### config.mk
export PLATFORM = sky130hd
export DESIGN_NAME = instruction_fetch_unit_flat
export DESIGN_NICKNAME = d
export VERILOG_FILES = /design/src/rtl/instruction_fetch_unit_if.sv /design/src/rtl/instruction_fetch_unit.sv /design/src/flat_wrapper.sv
export SDC_FILE = /design/constraint.sdc
export NUM_CORES = 1
export LEC_CHECK = 0
export ABC_AREA = 1
export CAP_MARGIN = 20
export CORE_MARGIN = 3
export CORE_UTILIZATION = 41
export DETAILED_ROUTE_END_ITERATION = 16
export GPL_TIMING_DRIVEN = 0
export PLACE_DENSITY = 0.66
export SYNTH_ARGS = -nofsm -noshare
export SYNTH_HDL_FRONTEND = slang
export SYNTH_SLANG_ARGS = --single-unit
### constraint.sdc
create_clock -name clk -period 2.45 [get_ports clk]
set_input_delay 0.49 -clock clk [delete_from_list [all_inputs] [get_ports clk]]
set_output_delay 0.49 -clock clk [all_outputs]
set_load 0.01 [all_outputs]
### src/rtl/instruction_fetch_unit_if.sv
// instruction_fetch_unit_if: fetch bus between hazard/branch logic, the fetch unit and instruction memory
// Inputs to the fetch unit: stall_in, branch_taken/branch_target, jump/jump_target, call, ret.
// Outputs from the fetch unit: address, stall, kill, flush_id, if_pc, if_valid, ras_empty, ras_full.
interface instruction_fetch_unit_if;
  logic        stall_in;
  logic        branch_taken;
  logic [15:0] branch_target;
  logic        jump;
  logic [15:0] jump_target;
  logic        call;
  logic        ret;
  logic [15:0] address;
  logic        stall;
  logic        kill;
  logic        flush_id;
  logic [15:0] if_pc;
  logic        if_valid;
  logic        ras_empty;
  logic        ras_full;
  modport master (
    input  stall_in, branch_taken, branch_target, jump, jump_target, call, ret,
    output address, stall, kill, flush_id, if_pc, if_valid, ras_empty, ras_full
  );
  modport slave (
    output stall_in, branch_taken, branch_target, jump, jump_target, call, ret,
    input  address, stall, kill, flush_id, if_pc, if_valid, ras_empty, ras_full
  );
endinterface

### src/rtl/instruction_fetch_unit.sv
// instruction_fetch_unit: program counter, memory stall/kill and jump/call/ret/branch redirect with a return-address stack
// Ports: clk, rst_n (async active-low), bus_io (master side of instruction_fetch_unit_if).
module instruction_fetch_unit #(
  parameter logic [15:0] RESET_PC  = 16'h0000,
  parameter int          RAS_DEPTH = 4
) (
  input logic                      clk,
  input logic                      rst_n,
  instruction_fetch_unit_if.master bus_io
);
  localparam int PW = $clog2(RAS_DEPTH);
  localparam logic [PW:0] FULL = (PW+1)'(RAS_DEPTH);
  logic [15:0]   pc_q, pc_d, if_pc_q, if_pc_d, ras_top;
  logic          if_valid_q, if_valid_d;
  logic [15:0]   ras_q [RAS_DEPTH];
  logic [PW-1:0] top_q, top_d;
  logic [PW:0]   cnt_q, cnt_d;
  logic          id_ok, push, pop, kill, stall, empty;
  assign id_ok = !bus_io.stall_in && !bus_io.branch_taken;
  assign push  = bus_io.call && bus_io.jump && id_ok;
  // A call in the same cycle wins over a return
  assign pop   = bus_io.ret && id_ok && !push;
  assign empty = cnt_q == '0;
  assign kill  = rst_n && (bus_io.branch_taken || (id_ok && (bus_io.jump || bus_io.ret)));
  assign stall = rst_n && bus_io.stall_in && !bus_io.branch_taken;
  assign ras_top = empty ? RESET_PC : ras_q[top_q];
  always_comb begin
    pc_d = bus_io.branch_taken ? bus_io.branch_target :
           bus_io.stall_in     ? pc_q :
           pop                 ? ras_top :
           bus_io.jump         ? bus_io.jump_target : pc_q + 16'd1;
    if_pc_d    = stall ? if_pc_q : pc_q;
    if_valid_d = stall ? if_valid_q : !kill;
    // Pushing when full lets the circular pointer overwrite the oldest entry
    top_d = push ? top_q + PW'(1) : (pop && !empty) ? top_q - PW'(1) : top_q;
    cnt_d = push ? ((cnt_q == FULL) ? cnt_q : cnt_q + (PW+1)'(1)) :
            (pop && !empty) ? cnt_q - (PW+1)'(1) : cnt_q;
  end
  always_ff @(posedge clk or negedge rst_n) begin
    if (!rst_n) begin
      pc_q       <= RESET_PC;
      if_pc_q    <= RESET_PC;
      if_valid_q <= 1'b0;
      top_q      <= '0;
      cnt_q      <= '0;
    end else begin
      pc_q       <= pc_d;
      if_pc_q    <= if_pc_d;
      if_valid_q <= if_valid_d;
      top_q      <= top_d;
      cnt_q      <= cnt_d;
    end
  end
  // Stack storage needs no reset: entries are only read while count is nonzero
  always_ff @(posedge clk) begin
    if (push) ras_q[top_d] <= if_pc_q + 16'd1;
  end
  assign bus_io.address   = pc_q;
  assign bus_io.stall     = stall;
  assign bus_io.kill      = kill;
  assign bus_io.flush_id  = rst_n && bus_io.branch_taken;
  assign bus_io.if_pc     = if_pc_q;
  assign bus_io.if_valid  = if_valid_q;
  assign bus_io.ras_empty = empty;
  assign bus_io.ras_full  = cnt_q == FULL;
endmodule

### src/flat_wrapper.sv
// flat-port wrapper written by rule: the top's interface ports become plain ports
module instruction_fetch_unit_flat 
#(
  parameter logic [15:0] RESET_PC  = 16'h0000,
  parameter int          RAS_DEPTH = 4
)
  (clk, rst_n, bus_io_stall_in, bus_io_branch_taken, bus_io_branch_target, bus_io_jump, bus_io_jump_target, bus_io_call, bus_io_ret, bus_io_address, bus_io_stall, bus_io_kill, bus_io_flush_id, bus_io_if_pc, bus_io_if_valid, bus_io_ras_empty, bus_io_ras_full);
  instruction_fetch_unit_if bus_io_i ();
  input logic clk;
  input logic rst_n;
  input wire logic [$bits(bus_io_i.stall_in)-1:0] bus_io_stall_in;
  input wire logic [$bits(bus_io_i.branch_taken)-1:0] bus_io_branch_taken;
  input wire logic [$bits(bus_io_i.branch_target)-1:0] bus_io_branch_target;
  input wire logic [$bits(bus_io_i.jump)-1:0] bus_io_jump;
  input wire logic [$bits(bus_io_i.jump_target)-1:0] bus_io_jump_target;
  input wire logic [$bits(bus_io_i.call)-1:0] bus_io_call;
  input wire logic [$bits(bus_io_i.ret)-1:0] bus_io_ret;
  output wire logic [$bits(bus_io_i.address)-1:0] bus_io_address;
  output wire logic [$bits(bus_io_i.stall)-1:0] bus_io_stall;
  output wire logic [$bits(bus_io_i.kill)-1:0] bus_io_kill;
  output wire logic [$bits(bus_io_i.flush_id)-1:0] bus_io_flush_id;
  output wire logic [$bits(bus_io_i.if_pc)-1:0] bus_io_if_pc;
  output wire logic [$bits(bus_io_i.if_valid)-1:0] bus_io_if_valid;
  output wire logic [$bits(bus_io_i.ras_empty)-1:0] bus_io_ras_empty;
  output wire logic [$bits(bus_io_i.ras_full)-1:0] bus_io_ras_full;
  assign bus_io_i.stall_in = bus_io_stall_in;
  assign bus_io_i.branch_taken = bus_io_branch_taken;
  assign bus_io_i.branch_target = bus_io_branch_target;
  assign bus_io_i.jump = bus_io_jump;
  assign bus_io_i.jump_target = bus_io_jump_target;
  assign bus_io_i.call = bus_io_call;
  assign bus_io_i.ret = bus_io_ret;
  assign bus_io_address = bus_io_i.address;
  assign bus_io_stall = bus_io_i.stall;
  assign bus_io_kill = bus_io_i.kill;
  assign bus_io_flush_id = bus_io_i.flush_id;
  assign bus_io_if_pc = bus_io_i.if_pc;
  assign bus_io_if_valid = bus_io_i.if_valid;
  assign bus_io_ras_empty = bus_io_i.ras_empty;
  assign bus_io_ras_full = bus_io_i.ras_full;
  instruction_fetch_unit #(.RESET_PC(RESET_PC), .RAS_DEPTH(RAS_DEPTH)) u_core (.clk(clk), .rst_n(rst_n), .bus_io(bus_io_i));
endmodule
==> reports/metrics.yaml <==
grt:
  antenna_found_initial: 0
  gr-usage-all-layers: 0.2260
  grt_pass1_wl_mm: 24.10
  grt_pass1_vias: 4362
  grt_max_degree: 34
  grt-ovfl-total: 0
die:
  initial_core_util: 0.4233
  die_w_microns: 117.8
  boundaryPins: 77
  die-height_microns: 117.8
  core_area_sq_um: 12110
  rows: 40
  die_area_sq_um: 13880
sta:
  max_slew_margin: 0.5026
  timing.hold.ws_ns: 0.0004114
  rsz0062_at_grt: "false"
  timing.final.crit_period_ns: 2.385
  hold_viol: 0
  drv_slew: 0
  post-route-period-util: 0.9733
  worst_slack_ns: 0.06532
  worst_pin_slew_ns: 0.7420
  setup_tns_ns: 0
  fmax_mhz: 419.3
  setup_viol: 0
  finalClockSkew_ns: 0.007426
routing:
  vias_per_cell: 5.183
  num_vias: 4369
  ant_nets: 0
  drtPass1Iterations: 5
  first_iter_violations: 319
  totalWireLength_mm: 15.41
  wl_per_cell_microns: 18.28
  drc: 0
clock_tree:
  cts_max_level: 3
  cts_root_buf: "clkbuf_16"
  numCtsBuffers: 9
  cts.reportedPaths.clkPinSlew_ns: 0.07
  clockBufferDepth: 2
  cts.sinks: 102
  hold_buffers: 0
  clkLatencyLatePin_ns: 0.35
  cts_tree: "done"
worst_hold_path:
  min_path_type: "in -> async"
critical_path:
  start_kind: "input port"
  critPathMaxFanout: 10
  rrSetupSlack_ns: 0.35
  reg2reg_depth: 4
  r2r-start: "u_core.top_q[1]"
  arrival_ns: 1.89
  worstPathRequired_ns: 1.96
  reg2reg_to: "u_core.ras_q[0][1]"
  path_class: "in -> out"
  crit_path_end_kind: "primary output"
  worstSetupStartpoint: "bus_io_stall_in"
pwr:
  ir_worst_vdd_uv: 337.0
  power.density_nw_per_um2: 808.3
  p_leak_nw: 2.622
synth:
  yosys.area.top_type: "edfxtp_1"
  synth_cells: 576
  synth_area_leaders: "edfxtp_1, dfrtp_1, nand2_1"
  synth_ff_type: "edfxtp_1"
  seq_area_frac_synth: 0.5603
  synth_nets: 618
  synthDistinctLibCells: 33
  yosys_register_bits: 102
  yosys_warnings: 0
  synth-edff-count: 64
  yosysTopAreaCellShare: 0.3748
  postSynthAreaPerCell_sq_um: 8.902
  synthArstFlopShare: 0.3725
  syn_area_sq_um: 5127
layout:
  drive_above_1_share: 0.08000
  diodes: 0
  area_growth_pct: 26.89
  nets: 712
  stdcell_area_sq_um: 6506
  fillCellCount: 1153
placement:
  placed_area_sq_um: 6135
  post-place-ws_ns: -0.6642
  hpwl_mm: 11.65
  gp_congestion: 0.9297
  port_buffers: 76
job:
  cap_violations: 0
outcome:
  status: "completed"
==> logic make-up after synthesis <==
logic type / count (synthesis) / share of synthesized area
adders and majority gates: 3 / 0.008784
xor gates and xnor gates: 21 / 0.03587
DFF: 102 / 0.5603
buffers and inverters: 80 / 0.06418
AOI/OAI and AO/OA: 106 / 0.1113
and+or+nand+nor: 264 / 0.2196
==> cell usage after synthesis, types with 2 or more instances <==
| library cell | instances |
|---|---|
| nor2_1 | 71 |
| o21ai_0 | 65 |
| nand4_1 | 6 |
| ha_1 | 2 |
| o21ai_1 | 13 |
| o211ai_1 | 4 |
| edfxtp_1 | 64 |
| inv_1 | 54 |
| o22ai_1 | 15 |
| clkbuf_1 | 11 |
| a21oi_1 | 7 |
| inv_2 | 3 |
| xnor2_1 | 2 |
| nand3_1 | 28 |
| buf_2 | 8 |
| nor3_1 | 5 |
| xor2_1 | 19 |
| nand2_1 | 145 |
| buf_6 | 2 |
| dfrtp_1 | 38 |
| nor3_2 | 2 |
==> metal layers <==
layer  global-route usage  vias up  part of all wire
met5                    0        -                 0
met4              0.07546        0             0.022
met3              0.03892       19             0.060
met2               0.3618      136              0.48
met1               0.3138     2108              0.44
li1                     -     2106                 -
==> cells in the final DEF (no fill, tap or decap), types with 6 or more instances in the layout <==
cell type,netlist,final
nand2_1,145,144
clkdlybuf4s50_1,0,72
nor2_1,71,68
o21ai_0,65,65
edfxtp_1,64,64
inv_1,54,54
dfrtp_1,38,38
nand3_1,28,28
xor2_1,19,19
o22ai_1,15,15
o21ai_1,13,13
clkbuf_1,11,11
clkbuf_16,0,9
buf_2,8,7
buf_4,1,7
nand4_1,6,6
a21oi_1,7,6
==> worst max path at each step <==
stage	endpoint	depth (start not counted)
after floorplan	u_core.ras_q[1][0]	3
after global placement	bus_io_stall	5
after detailed placement	bus_io_stall	7
after CTS	bus_io_kill	5
after global routing	bus_io_stall	5
final	bus_io_stall	5
==> layout make-up <==
| class | count | area [sq um] | area share |
|---|---|---|---|
| well taps | 168 | 210.2 | 0.03231 |
| repair buffers | 83 | 817.0 | 0.1256 |
| clock buffers | 10 | 229.0 | 0.03519 |
| plain buffers | 22 | 130.1 | 0.02000 |
| flip-flops and latches | 102 | 2873 | 0.4415 |
| inverters | 58 | 217.7 | 0.03346 |
| clock inverters | 6 | 70.07 | 0.01077 |
| multi-input cells | 394 | 1959 | 0.3012 |
==> where the power goes <==
group	internal [mW]	leakage, nW	switching, mW
clock network	0.804	0.146	0.652
logic	0.590	1.44	1.04
registers	2.01	1.04	0.164
total	3.41	2.62	1.85
==> state kept, by name, summed over array words and instances, names as in the netlist <==
name	count
u_core.bus_io.if_pc	16
u_core.bus_io.address	16
u_core.bus_io.if_valid	1
u_core.top_q	2
u_core.ras_q	64
u_core.cnt_q	3
==> per-stage QoR <==
stage / power, mW / util / instances
after detailed placement: 3.828 / 0.5065 / 822
after global routing: 5.523 / 0.5372 / 843
after global placement: 3.773 / 0.5035 / 820
after floorplan: 3.089 / - / 576
final: 5.259 / 0.5372 / 843
after CTS: 5.283 / 0.5376 / 843
==> worst max-delay path, stage by stage <==
cell	delay, ns
clkdlybuf4s50_1	0.61
nand2_2	0.15
nor2_4	0.20
buf_6	0.17
dlygate4sd2_1	0.27
==> repair_timing <==
item,4_1_cts,5_1_grt
setup buffers,5,0
pin swaps,3,1
setup endpoints to repair,19,1
gates resized for setup,16,1
Power figures use the tool's default switching activity.
